==> src/rtl/reg32_avalon_master.sv <==
// reg32_avalon_master
//
// Avalon-MM master sequencer for the 32-bit register slave. Commands from a
// local valid/ready stream are buffered in a small FIFO. They are issued on the
// Avalon bus one at a time, and each transfer is held while avm_waitrequest is
// high. A completed read returns its data on a one-cycle rsp_valid strobe.
//
// Parameters
//   DEPTH        command FIFO entries (power of two, >= 2)
//   READ_LATENCY fixed slave read latency in cycles (0..3)
//   TIMEOUT      maximum waitrequest stall cycles (timeout build only)
//
// Ports
//   clock, reset          sole clock (rising edge), synchronous active-high reset
//   cmd_valid/cmd_ready   command handshake; cmd_ready is registered
//   cmd_write             1 = write, 0 = read
//   cmd_address           word address
//   cmd_byteenable        write byte lanes
//   cmd_writedata         write data
//   rsp_valid             one-cycle strobe: read complete or transfer timed out
//   rsp_data              captured read data (0 on timeout)
//   rsp_error             qualifies rsp_valid, 1 = timeout
//   avm_*                 registered Avalon-MM master signals
//
// Build option
//   REG32_MASTER_TIMEOUT_EN  when defined, the master abandons a transfer after
//   TIMEOUT stalled cycles and reports it with rsp_error. When undefined, the
//   master waits indefinitely and rsp_error is tied low.

module reg32_avalon_master #(
  parameter int DEPTH        = 4,
  parameter int READ_LATENCY = 0,
  parameter int TIMEOUT      = 255
) (
  input  logic        clock,
  input  logic        reset,
  input  logic        cmd_valid,
  output logic        cmd_ready,
  input  logic        cmd_write,
  input  logic [2:0]  cmd_address,
  input  logic [3:0]  cmd_byteenable,
  input  logic [31:0] cmd_writedata,
  output logic        rsp_valid,
  output logic [31:0] rsp_data,
  output logic        rsp_error,
  output logic        avm_chipselect,
  output logic        avm_write,
  output logic        avm_read,
  output logic [2:0]  avm_address,
  output logic [3:0]  avm_byteenable,
  output logic [31:0] avm_writedata,
  input  logic [31:0] avm_readdata,
  input  logic        avm_waitrequest
);

  localparam int PTR_W = $clog2(DEPTH);
  localparam int CNT_W = PTR_W + 1;
  localparam int LAT_W = 2;
  localparam int ENT_W = 40;

  if (DEPTH < 2 || (DEPTH & (DEPTH - 1)) != 0) begin : g_bad_depth
    $error("reg32_avalon_master: DEPTH must be a power of two >= 2");
  end
  if (READ_LATENCY < 0 || READ_LATENCY > 3) begin : g_bad_latency
    $error("reg32_avalon_master: READ_LATENCY must be 0..3");
  end
  if (TIMEOUT < 1) begin : g_bad_timeout
    $error("reg32_avalon_master: TIMEOUT must be >= 1");
  end

  typedef enum logic [1:0] {
    S_IDLE   = 2'd0,
    S_ISSUE  = 2'd1,
    S_RDWAIT = 2'd2
  } state_t;

  state_t state_q, state_d;

  // Command FIFO
  logic [ENT_W-1:0] mem_q [DEPTH];
  logic [PTR_W-1:0] wr_ptr_q, rd_ptr_q;
  logic [CNT_W-1:0] count_q, count_d;
  logic             cmd_ready_q;
  logic             push, pop, fifo_empty;
  logic [ENT_W-1:0] head;
  logic             head_write;
  logic [2:0]       head_addr;
  logic [3:0]       head_be;
  logic [31:0]      head_data;

  // Bus and response registers
  logic        cs_q, cs_d, wr_q, wr_d, rd_q, rd_d;
  logic [2:0]  addr_q, addr_d;
  logic [3:0]  be_q, be_d;
  logic [31:0] wd_q, wd_d;
  logic        rsp_valid_q, rsp_valid_d;
  logic [31:0] rsp_data_q, rsp_data_d;
  logic [LAT_W-1:0] lat_q, lat_d;
  logic        load, done;

`ifdef REG32_MASTER_TIMEOUT_EN
  localparam int TO_W = ($clog2(TIMEOUT + 1) > 8) ? $clog2(TIMEOUT + 1) : 8;
  logic [TO_W-1:0] to_cnt_q, to_cnt_d;
  logic            rsp_error_q, rsp_error_d;
`endif

  assign push       = cmd_valid & cmd_ready_q;
  assign pop        = load;
  assign fifo_empty = (count_q == '0);
  assign head       = mem_q[rd_ptr_q];
  assign head_write = head[39];
  assign head_addr  = head[38:36];
  assign head_be    = head[35:32];
  assign head_data  = head[31:0];

  always_ff @(posedge clock) begin
    if (push) begin
      mem_q[wr_ptr_q] <= {cmd_write, cmd_address, cmd_byteenable, cmd_writedata};
    end
  end

  always_comb begin
    state_d     = state_q;
    cs_d        = cs_q;
    wr_d        = wr_q;
    rd_d        = rd_q;
    addr_d      = addr_q;
    be_d        = be_q;
    wd_d        = wd_q;
    rsp_valid_d = 1'b0;
    rsp_data_d  = rsp_data_q;
    lat_d       = lat_q;
    load        = 1'b0;
    done        = 1'b0;
`ifdef REG32_MASTER_TIMEOUT_EN
    rsp_error_d = 1'b0;
    to_cnt_d    = to_cnt_q;
`endif
    count_d     = count_q + CNT_W'(push) - CNT_W'(pop);

    case (state_q)
      S_IDLE: begin
        if (!fifo_empty) begin
          load    = 1'b1;
          state_d = S_ISSUE;
        end
      end
      S_ISSUE: begin
        if (avm_waitrequest) begin
`ifdef REG32_MASTER_TIMEOUT_EN
          if (to_cnt_q == TO_W'(TIMEOUT - 1)) begin
            cs_d        = 1'b0;
            wr_d        = 1'b0;
            rd_d        = 1'b0;
            rsp_valid_d = 1'b1;
            rsp_error_d = 1'b1;
            rsp_data_d  = '0;
            state_d     = S_IDLE;
          end else begin
            to_cnt_d = to_cnt_q + TO_W'(1);
          end
`endif
        end else if (wr_q) begin
          done = 1'b1;
        end else if (READ_LATENCY == 0) begin
          rsp_data_d  = avm_readdata;
          rsp_valid_d = 1'b1;
          done        = 1'b1;
        end else begin
          // Read accepted; data arrives READ_LATENCY edges later.
          cs_d    = 1'b0;
          rd_d    = 1'b0;
          lat_d   = LAT_W'(1);
          state_d = S_RDWAIT;
        end
        if (done) begin
          if (!fifo_empty) begin
            load = 1'b1;
          end else begin
            cs_d    = 1'b0;
            wr_d    = 1'b0;
            rd_d    = 1'b0;
            state_d = S_IDLE;
          end
        end
      end
      S_RDWAIT: begin
        if (lat_q == LAT_W'(READ_LATENCY)) begin
          rsp_data_d  = avm_readdata;
          rsp_valid_d = 1'b1;
          state_d     = S_IDLE;
        end else begin
          lat_d = lat_q + LAT_W'(1);
        end
      end
      default: state_d = S_IDLE;
    endcase

    // Reads drive all byte lanes and leave the write data bus untouched.
    if (load) begin
      cs_d   = 1'b1;
      wr_d   = head_write;
      rd_d   = !head_write;
      addr_d = head_addr;
      be_d   = head_write ? head_be : 4'hF;
      if (head_write) begin
        wd_d = head_data;
      end
`ifdef REG32_MASTER_TIMEOUT_EN
      to_cnt_d = '0;
`endif
    end
  end

  always_ff @(posedge clock) begin
    if (reset) begin
      state_q     <= S_IDLE;
      wr_ptr_q    <= '0;
      rd_ptr_q    <= '0;
      count_q     <= '0;
      cmd_ready_q <= 1'b1;
      cs_q        <= 1'b0;
      wr_q        <= 1'b0;
      rd_q        <= 1'b0;
      addr_q      <= '0;
      be_q        <= '0;
      wd_q        <= '0;
      rsp_valid_q <= 1'b0;
      rsp_data_q  <= '0;
      lat_q       <= '0;
`ifdef REG32_MASTER_TIMEOUT_EN
      to_cnt_q    <= '0;
      rsp_error_q <= 1'b0;
`endif
    end else begin
      state_q     <= state_d;
      if (push) wr_ptr_q <= wr_ptr_q + PTR_W'(1);
      if (pop)  rd_ptr_q <= rd_ptr_q + PTR_W'(1);
      count_q     <= count_d;
      cmd_ready_q <= (count_d != CNT_W'(DEPTH));
      cs_q        <= cs_d;
      wr_q        <= wr_d;
      rd_q        <= rd_d;
      addr_q      <= addr_d;
      be_q        <= be_d;
      wd_q        <= wd_d;
      rsp_valid_q <= rsp_valid_d;
      rsp_data_q  <= rsp_data_d;
      lat_q       <= lat_d;
`ifdef REG32_MASTER_TIMEOUT_EN
      to_cnt_q    <= to_cnt_d;
      rsp_error_q <= rsp_error_d;
`endif
    end
  end

  assign cmd_ready      = cmd_ready_q;
  assign rsp_valid      = rsp_valid_q;
  assign rsp_data       = rsp_data_q;
`ifdef REG32_MASTER_TIMEOUT_EN
  assign rsp_error      = rsp_error_q;
`else
  assign rsp_error      = 1'b0;
`endif
  assign avm_chipselect = cs_q;
  assign avm_write      = wr_q;
  assign avm_read       = rd_q;
  assign avm_address    = addr_q;
  assign avm_byteenable = be_q;
  assign avm_writedata  = wd_q;

endmodule
==> config.mk <==
export PLATFORM = sky130hd
export DESIGN_NAME = reg32_avalon_master
export DESIGN_NICKNAME = d
export VERILOG_FILES = /design/src/rtl/reg32_avalon_master.sv
export SDC_FILE = /design/constraint.sdc
export NUM_CORES = 1
export LEC_CHECK = 0
export CORE_MARGIN = 3
export CORE_UTILIZATION = 48
export DETAILED_ROUTE_END_ITERATION = 8
export PLACE_DENSITY = 0.85
export SLEW_MARGIN = 20
export SYNTH_ARGS = -nofsm -noshare
export SYNTH_HDL_FRONTEND = slang
export SYNTH_SLANG_ARGS = --single-unit
==> constraint.sdc <==
create_clock -name clock -period 2.3 [get_ports clock]
set_input_delay 0.46 -clock clock [delete_from_list [all_inputs] [get_ports clock]]
set_output_delay 0.46 -clock clock [all_outputs]
set_load 0.01 [all_outputs]
# Word-level counts from Yosys, hierarchy flattened
# Memory sizes are Yosys's and may differ from the RTL's. A register that Yosys moved wholly into a read port is not among the register bits.
# Index checks and enable logic that the tools add are counted.
# totals
reg_bits	87
ram_bits	160
inputBits	76
out_inout_bits	77
wordCells	73
memories	1
# mem_list
name	words	width	rd	rd_clocked_by_memory_dff	wr	line_no	text
mem_q	4	40	1	1	1	80	logic [ENT_W-1:0] mem_q [DEPTH];
# classes
n_addsub	5
n_eq_ne	9
muxes	29
bitwise_logic	2
n_reduce_logical	13
# ops
operator	count
$mux 32	3
$pmux 32 s2	1
$mux 1	15
$mux 2	6
$ne 2x2->1 const B	6
$reduce_and 4->1	2
$reduce_bool 2->1	4
$add 2x1->2 const B	3
$pmux 2 s3	1
$logic_not 2->1	2
$mux 4	1
$pmux 1 s2	2
$reduce_and 2->1	2
$add 3x1->3	1
$logic_not 3->1	1
$ne 3x3->1 const B	1
$reduce_and 3->1	1
$sub 3x1->3	1
$eq 2x1->1 const B	1
$eq 2x2->1 const B	1
$and 1x1->1	1
$logic_not 1->1	1
$not 1->1	1

# Depth between registers and ports, before layout
# Gate-level depths: netlist (run 1).
# logic_depth
depth_word	6
mapped_depth	11
mapped_depth_nobuf	9

# Least setup slack after synthesis (run 1)
# No wires, ideal clock.
# synth_path
path_kind	input to register
from	input port avm_waitrequest
to	register cmd_ready_q (netlist: cmd_ready)
setup_time_ns	0.122
arrival_time_ns	2.260
required_ns	2.178
path_slack_ns	-0.082
path_stages	11
path_buffers	2
cell_sequence	nand2_1 -> clkbuf_1 -> clkbuf_1 -> nand2_1 -> xor2_1 -> ha_1 -> inv_1 -> fa_1 -> xnor3_1 -> nor2_1 -> nand3b_1
# synth_via
elab_chain_cells	6
# synth_lines
element	line_no	text
from (decl)	53	input logic avm_waitrequest
$mux 1	149	if (avm_waitrequest) begin
$mux 1	141	case (state_q)
$mux 1	176	if (done) begin
$pmux 1 s2	141	
$sub 3x1->3	139	count_d = count_q + CNT_W'(push) - CNT_W'(pop);
$ne 3x3->1	240	cmd_ready_q <= (count_d != CNT_W'(DEPTH));
to (signal assigned)	240	
to (decl)	83	logic cmd_ready_q;
# No other way between the ends. The select of a mux whose other input is x is not followed.
# A chain may end at the register's enable or synchronous reset.

# Final worst setup path (run 1)
# layout_path
from	register count_q[2]
to	register cmd_ready_q (netlist: cmd_ready)
# layout_via
elab_chain_cells	6
elab_cells_between_ends	7
cone_classes	add/sub: 2; eq/ne: 1; mux: 3; reduce/logical: 1
# layout_lines
element	line_no	text
from (decl)	82	logic [CNT_W-1:0] count_q, count_d;
from (signal assigned)	239	count_q <= count_d;
$logic_not 3->1	109	assign fifo_empty = (count_q == '0);
$mux 1	143, 177	
$mux 1	176	
$pmux 1 s2	141	
$sub 3x1->3 *	139	
$ne 3x3->1 *	240	
# Every way passes the cells marked *; elsewhere a longest branch is shown, timed or not.

==> results of run 1 <==
## kinds of logic (layout without fill, tap and decap cells)
kind of cell | count (synthesis) | count (layout) | share of synthesized area
flops | 246 | 246 | 0.7004
compound gates | 119 | 119 | 0.07775
mux | 40 | 40 | 0.09668
other cells | 1 | 1 | 0.0004025
buf+inv | 88 | 256 | 0.04149
fa+ha+maj | 6 | 6 | 0.008863
xor+xnor | 3 | 3 | 0.004297
simple gates | 134 | 134 | 0.07010
## tightest hold or removal path: cells and delay by family (launching register included)
kind / cells / cell delay [ps]
compound gates: 1 / 50
simple gates: 1 / 50
flops: 1 / 310
## area by class of cell
| cell class | instances | area (um2) | share of cell area |
|---|---|---|---|
| Sequential cell | 246 | 6531 | 0.5447 |
| Inverter | 37 | 138.9 | 0.01158 |
| Multi-Input combinational cell | 303 | 2424 | 0.2021 |
| Clock inverter | 4 | 42.54 | 0.003548 |
| Tap cell | 260 | 325.3 | 0.02713 |
| Clock buffer | 41 | 737.0 | 0.06146 |
| Timing Repair Buffer | 174 | 1792 | 0.1494 |
## cells in the mapped netlist (3+ instances only)
| cell | count |
|---|---|
| nor4b_1 | 4 |
| and3_1 | 4 |
| o21ai_0 | 5 |
| nand3_1 | 8 |
| clkbuf_1 | 31 |
| nor2_1 | 4 |
| dfxtp_1 | 86 |
| buf_2 | 6 |
| nor3_1 | 5 |
| ha_1 | 5 |
| nand4_1 | 32 |
| edfxtp_1 | 160 |
| a21oi_1 | 78 |
| a31o_1 | 32 |
| nand2_1 | 70 |
| buf_6 | 5 |
| mux4_2 | 40 |
| buf_4 | 3 |
| buf_1 | 6 |
| inv_1 | 37 |
## power by group through the flow
stage	Combinational [uW]	Sequential, uW	Clock (uW)
6_report	4220	5800	3840
5_1_grt	4600	5870	4100
4_1_cts	4270	5800	3930
3_5_place_dp	4240	5880	0
3_3_place_gp	4160	5850	0
2_1_floorplan	2510	5970	0
## per-stage QoR
| step | setup slack, ps | hold WS (ps) | TNS [ps] | instances | power (uW) |
|---|---|---|---|---|---|
| floorplan | 17.32 | 452.9 | 0 | 637 | 8479 |
| global placement | -12.30 | 442.1 | -12.30 | 1020 | 10010 |
| detailed placement | -95.67 | 445.9 | -95.67 | 1020 | 10130 |
| CTS | 72.33 | 453.6 | 0 | 1065 | 14000 |
| global route | 44.54 | 474.6 | 0 | 1065 | 14560 |
| finish | 134.0 | 453.8 | 0 | 1065 | 13860 |
## worst paths after layout
path | endpoint | startpoint | slack [ps]
max | cmd_ready | count_q[2] | 130
min | rsp_data[16] | rsp_data[16] | 450
max reg2reg | cmd_ready | count_q[2] | 130
min reg2reg | rsp_data[16] | rsp_data[16] | 450
## registers in the layout, indices dropped and copies added, names as in the netlist, 2 cells and up, named ones only
| name | cells |
|---|---|
| mem_q | 160 |
| avm_writedata | 32 |
| rsp_data | 32 |
| avm_byteenable | 4 |
| avm_address | 3 |
| count_q | 3 |
| rd_ptr_q | 2 |
| wr_ptr_q | 2 |
## per-layer routing
metal,track usage,share of wire,wire length [um]
met5,0,0.0020,40
met4,0.05033,0.022,437
met3,0.04653,0.070,1399
met2,0.3129,0.49,9797
met1,0.2494,0.42,8367
## what timing repair did
item                                    4_1_cts  5_1_grt
gates resized for setup                       0        1
hold buffers                                  0        0
endpoints found under the setup margin        0        1
endpoints found under the hold margin         0        0
==> results.md, run 1 <==
- FILL cells: 1393
- RSZ-0062 raised after global routing: no
- WL final: 20040 um
- Internal: 9797 uW
- Synth top area share: 0.5156
- Design Area, Final: 0.01199 mm2
- Syn_nets: 719
- Post-CTS Setup Bufs: 0
- Post-synthesis cell count: 637
- Power per cell area: 1156 mW/mm2
- Detailed-placement wirelength estimate: 11980 um
- Yosys cell types: 35
- Gr usage total: 0.1878
- DRC: 0
- Final net count: 869
- Synth area leaders: edfxtp_1, dfxtp_1, mux4_2, a21oi_1, a31o_1
- Clock Latency Late Sink: 500 ps
- Reg power frac: 0.418
- Hold Crit Class: reg2reg
- Initial antenna violation count: 2
- PortBufs: 151
- Worst-path fanout max: 3
- Clk pwr share: 0.277
- CP max-delay cell: or3_2
- Most frequent cells in the layout: edfxtp_1, clkdlybuf4s50_1, dfxtp_1, a21oi_1, nand2_1
- Worst path top cell family by delay: simple AND/OR/NAND/NOR gates
- CTS Buf Count: 25
- GPL Wtd Cong: 0.7625
- Post-layout min period: 2166 ps
- Fin Clk Skew: 5.436 ps
- Post-Route Utilization: 0.6346
- Buf+Inv Stages, Crit Path: 1
- Fin crit share: 0.9417
- Max Clk Rate: 0.4617 GHz
- Cell taking the most area after synthesis: edfxtp_1
- DR pass1 iterations: 4
- Clock Path Buffers: 3
- Synth Register Bits: 246
- Starting density of the core: 0.4932
- CP Data Required Time: 2690 ps
- Worst path depth: 9
- Yosys warns: 0
- Critical path, cell by cell: or3_2, nand2_2, xor2_1, ha_1, inv_1, fa_2, xnor3_1, nor2_1, nand3b_1
- Routed via count: 5879
- Final hold violation count: 0
- First-pass GRT wire length: 32220 um
- Startpoint types: flip-flop
- CTS Sinks: 246
- Synthesized area per cell: 14.63 um2
- Async set-reset flop share out of synthesis: 0
- Switching portion of total power: 0.2931
- Register area share after synthesis: 0.7004
- Ys flop type: edfxtp_1
- Largest net degree at the start of global routing: 85
- Worst Reg-to-Reg Cells: 9
- Synthesis-to-layout area growth: 28.68%
- Die Span Y: 145.3 um
- Die Area: 0.02112 mm2
- Per-cell routed wire length: 18.82 um
- Share of cells above drive strength 1: 0.1317
- Die X-Extent: 145.3 um
- Number of global-route vias before repair: 5904
- Slew HR: 0.4552
- Status: completed
- Netlist Area Pre-Place: 0.009318 mm2
- Actual slew at the worst max-slew pin: 817.3 ps
- Setup CP Type: reg2reg
- Crit path arrival time: 2560 ps
- Via/cell ratio: 5.520
- Worst vdd ir: 0.8555 mV
- Max-Cap Viols: 0
- Starting DRT DRC Count: 352
- Final setup fails: 0
- GRT overflow: 0
- Clock transition at the registers of the reported paths: 60 ps
- Root Buffer: clkbuf_16
- Post-route ant nets: 0
- # rows: 50
- Core area: 0.01889 mm2
- Placement Cell Area: 0.01121 mm2
- Psw: 4062 uW
- Post-synth EDFFs: 160
- Hold Crit Depth: 2
- Htree depth: 1
- Slew Limit Fails: 0
- Logic pwr share: 0.305
- LEAKAGE: 0.003927 uW
- Most common cell after layout, fill and taps aside: edfxtp_1
- Antenna cells: 0
- I/O pins: 153
- CTS tree: done
- Worst Setup End Kind: flip-flop
- Max incr delay on CP: 480 ps
Power figures use the tool's default switching activity.
==> run 2: changes to the inputs <==
--- a/config.mk
+++ b/config.mk
@@ -5,6 +5,7 @@
 export SDC_FILE = /design/constraint.sdc
 export NUM_CORES = 1
 export LEC_CHECK = 0
+export CAP_MARGIN = 20
 export CORE_MARGIN = 3
 export CORE_UTILIZATION = 48
 export DETAILED_ROUTE_END_ITERATION = 8
==> results of run 2 <==
Final layout, timing and power as in run 1 (identical DEF).
==> run 3: changes to the inputs <==
--- a/config.mk
+++ b/config.mk
@@ -9,6 +9,7 @@
 export CORE_MARGIN = 3
 export CORE_UTILIZATION = 48
 export DETAILED_ROUTE_END_ITERATION = 8
+export GPL_TIMING_DRIVEN = 0
 export PLACE_DENSITY = 0.85
 export SLEW_MARGIN = 20
 export SYNTH_ARGS = -nofsm -noshare
==> results.md, run 3 (same netlist as run 1, synthesis figures left out) <==
- Pre-CTS WS: -1054 ps
- Worst setup margin: 95.19 ps
- CTS Sinks: 246
- CTS Buf Count: 25
- Number of global-route vias before repair: 6236
- Die Span Y: 145.3 um
- Clock Latency Late Sink: 510 ps
- CP max-delay cell: or3_4
- FF-to-FF setup slack: 100 ps
- Setup crit start: count_q[1]
- DR pass1 iterations: 7
- GRT overflow: 0
- Final net count: 900
- Antenna cells: 0
- Fin Clk Skew: 8.205 ps
- Cts hold-fix bufs: 0
- # rows: 50
- Post-layout min period: 2205 ps
- Worst Setup End Kind: flip-flop
- Worst path depth: 9
- Clock transition at the registers of the reported paths: 60 ps
- Worst path top cell family by delay: simple AND/OR/NAND/NOR gates
- Clock Path Buffers: 3
- Register with the most flip-flops: mem_q
- Largest net degree at the start of global routing: 28
- Max-Cap Viols: 0
- Htree depth: 1
- Core area: 0.01889 mm2
- Final setup fails: 0
- DRC: 0
- First-pass GRT wire length: 34450 um
- Worst Reg-to-Reg Cells: 9
- PortBufs: 150
- Setup CP Type: reg2reg
- Starting density of the core: 0.4932
- End point of the critical path: cmd_ready
- Max incr delay on CP: 450 ps
- Design Area, Final: 0.01217 mm2
- Max reg flops: 160
- Routed via count: 6059
- Hold Crit Class: in2reg
- Busiest grt layer: met2
- Final hold violation count: 0
- Gr usage total: 0.2057
- Synthesis-to-layout area growth: 30.63%
- Most frequent cells in the layout: edfxtp_1, clkdlybuf4s50_1, dfxtp_1, a21oi_1, nand2_1
- CP Data Required Time: 2690 ps
- CTS tree: done
- Buf+Inv Stages, Crit Path: 1
- WL final: 22200 um
- Reg-to-reg endpoint: cmd_ready
- Via/cell ratio: 5.528
- Startpoint types: flip-flop
- Share of cells above drive strength 1: 0.1340
- Initial antenna violation count: 2
- Die Area: 0.02112 mm2
- Per-cell routed wire length: 20.25 um
- Root Buffer: clkbuf_16
- Critical R2R Launch: count_q[1]
- Detailed-placement wirelength estimate: 14680 um
- Max Clk Rate: 0.4536 GHz
- Status: completed
- Actual slew at the worst max-slew pin: 706.0 ps
- Met2 usage: 0.3655
- Slew Limit Fails: 0
- Final Total Pwr: 14510 uW
- Met1 Usage GRT: 0.2567
- Worst vdd ir: 0.7677 mV
- Critical path, cell by cell: or3_4, nand2_8, xor2_2, ha_2, inv_1, fa_2, xnor3_1, nor2_2, nand3b_1
- Starting DRT DRC Count: 387
- Placement Cell Area: 0.01125 mm2
- Most common cell after layout, fill and taps aside: edfxtp_1
- Die X-Extent: 145.3 um
- RSZ-0062 raised after global routing: no
- GPL Wtd Cong: 0.7724
- Slew HR: 0.5293
- Crit path arrival time: 2600 ps
- Met3 GRT Util: 0.05122
- I/O pins: 153
- Fin crit share: 0.9586
- Post-route ant nets: 0
- Worst-path fanout max: 3
- Power per cell area: 1193 mW/mm2
- LEAKAGE: 0.004002 uW
-- run 3: cell types whose count changed in the layout (fill, tap and decap cells not counted), moves of 4 or more --
cell / previous run / this run
buf_4: 14 / 7
buf_1: 0 / 6
buf_2: 1 / 5
clkbuf_1: 12 / 32
buf_6: 0 / 5
buf_12: 9 / 3
-- run 3: worst min-delay path by stage --
stage / startpoint / endpoint / slack, ps / cells after the start
global placement: rsp_data[6] / rsp_data[6] / 440 / 2
floorplan: rd_ptr_q[1] / flip-flop / 450 / 2
detailed placement: rsp_data[12] / rsp_data[12] / 450 / 2
finish: reset / count_q[1] / 340 / 2
global route: reset / count_q[1] / 370 / 2
CTS: reset / count_q[1] / 320 / 2
-- run 3: timing repair --
action,4_1_cts,5_1_grt
setup endpoints to repair,3,2
buffers inserted,1,3
pin swaps,2,3
resized for setup,9,6
-- run 3: power breakdown --
part           internal (uW)  switching, uW
clock                   2560           1630
sequential              5460            373
combinational           2130           2360
total                  10100           4370
-- run 3: final cells by class --
cell class                 instances  area, um2
sequential                       246       6530
clock inverter                    10      106.4
tap                              260      325.3
inverter                          37      138.9
buffer                            47      231.5
fill                            1390       6721
clock buffer                      35      768.2
multi-input combinational        303       2454
timing repair buffer             158       1618
-- run 3: metal layers --
| metal | share of wire | vias to the layer above |
|---|---|---|
| met5 | 0.0012 | - |
| met4 | 0.023 | 4 |
| met3 | 0.087 | 46 |
| met2 | 0.50 | 289 |
| met1 | 0.39 | 2965 |
| li1 | - | 2755 |
-- run 3: metrics by stage --
stage | TNS (ps) | instances | hold slack (ps) | utilization
global placement | -152560 | 1047 | 442.2 | 0.5904
CTS | 0 | 1094 | 315.8 | 0.6426
detailed placement | -9849 | 1051 | 445.9 | 0.5953
global route | 0 | 1096 | 373.4 | 0.6442
floorplan | 0 | 637 | 452.9 | -
finish | 0 | 1096 | 335.9 | 0.6442
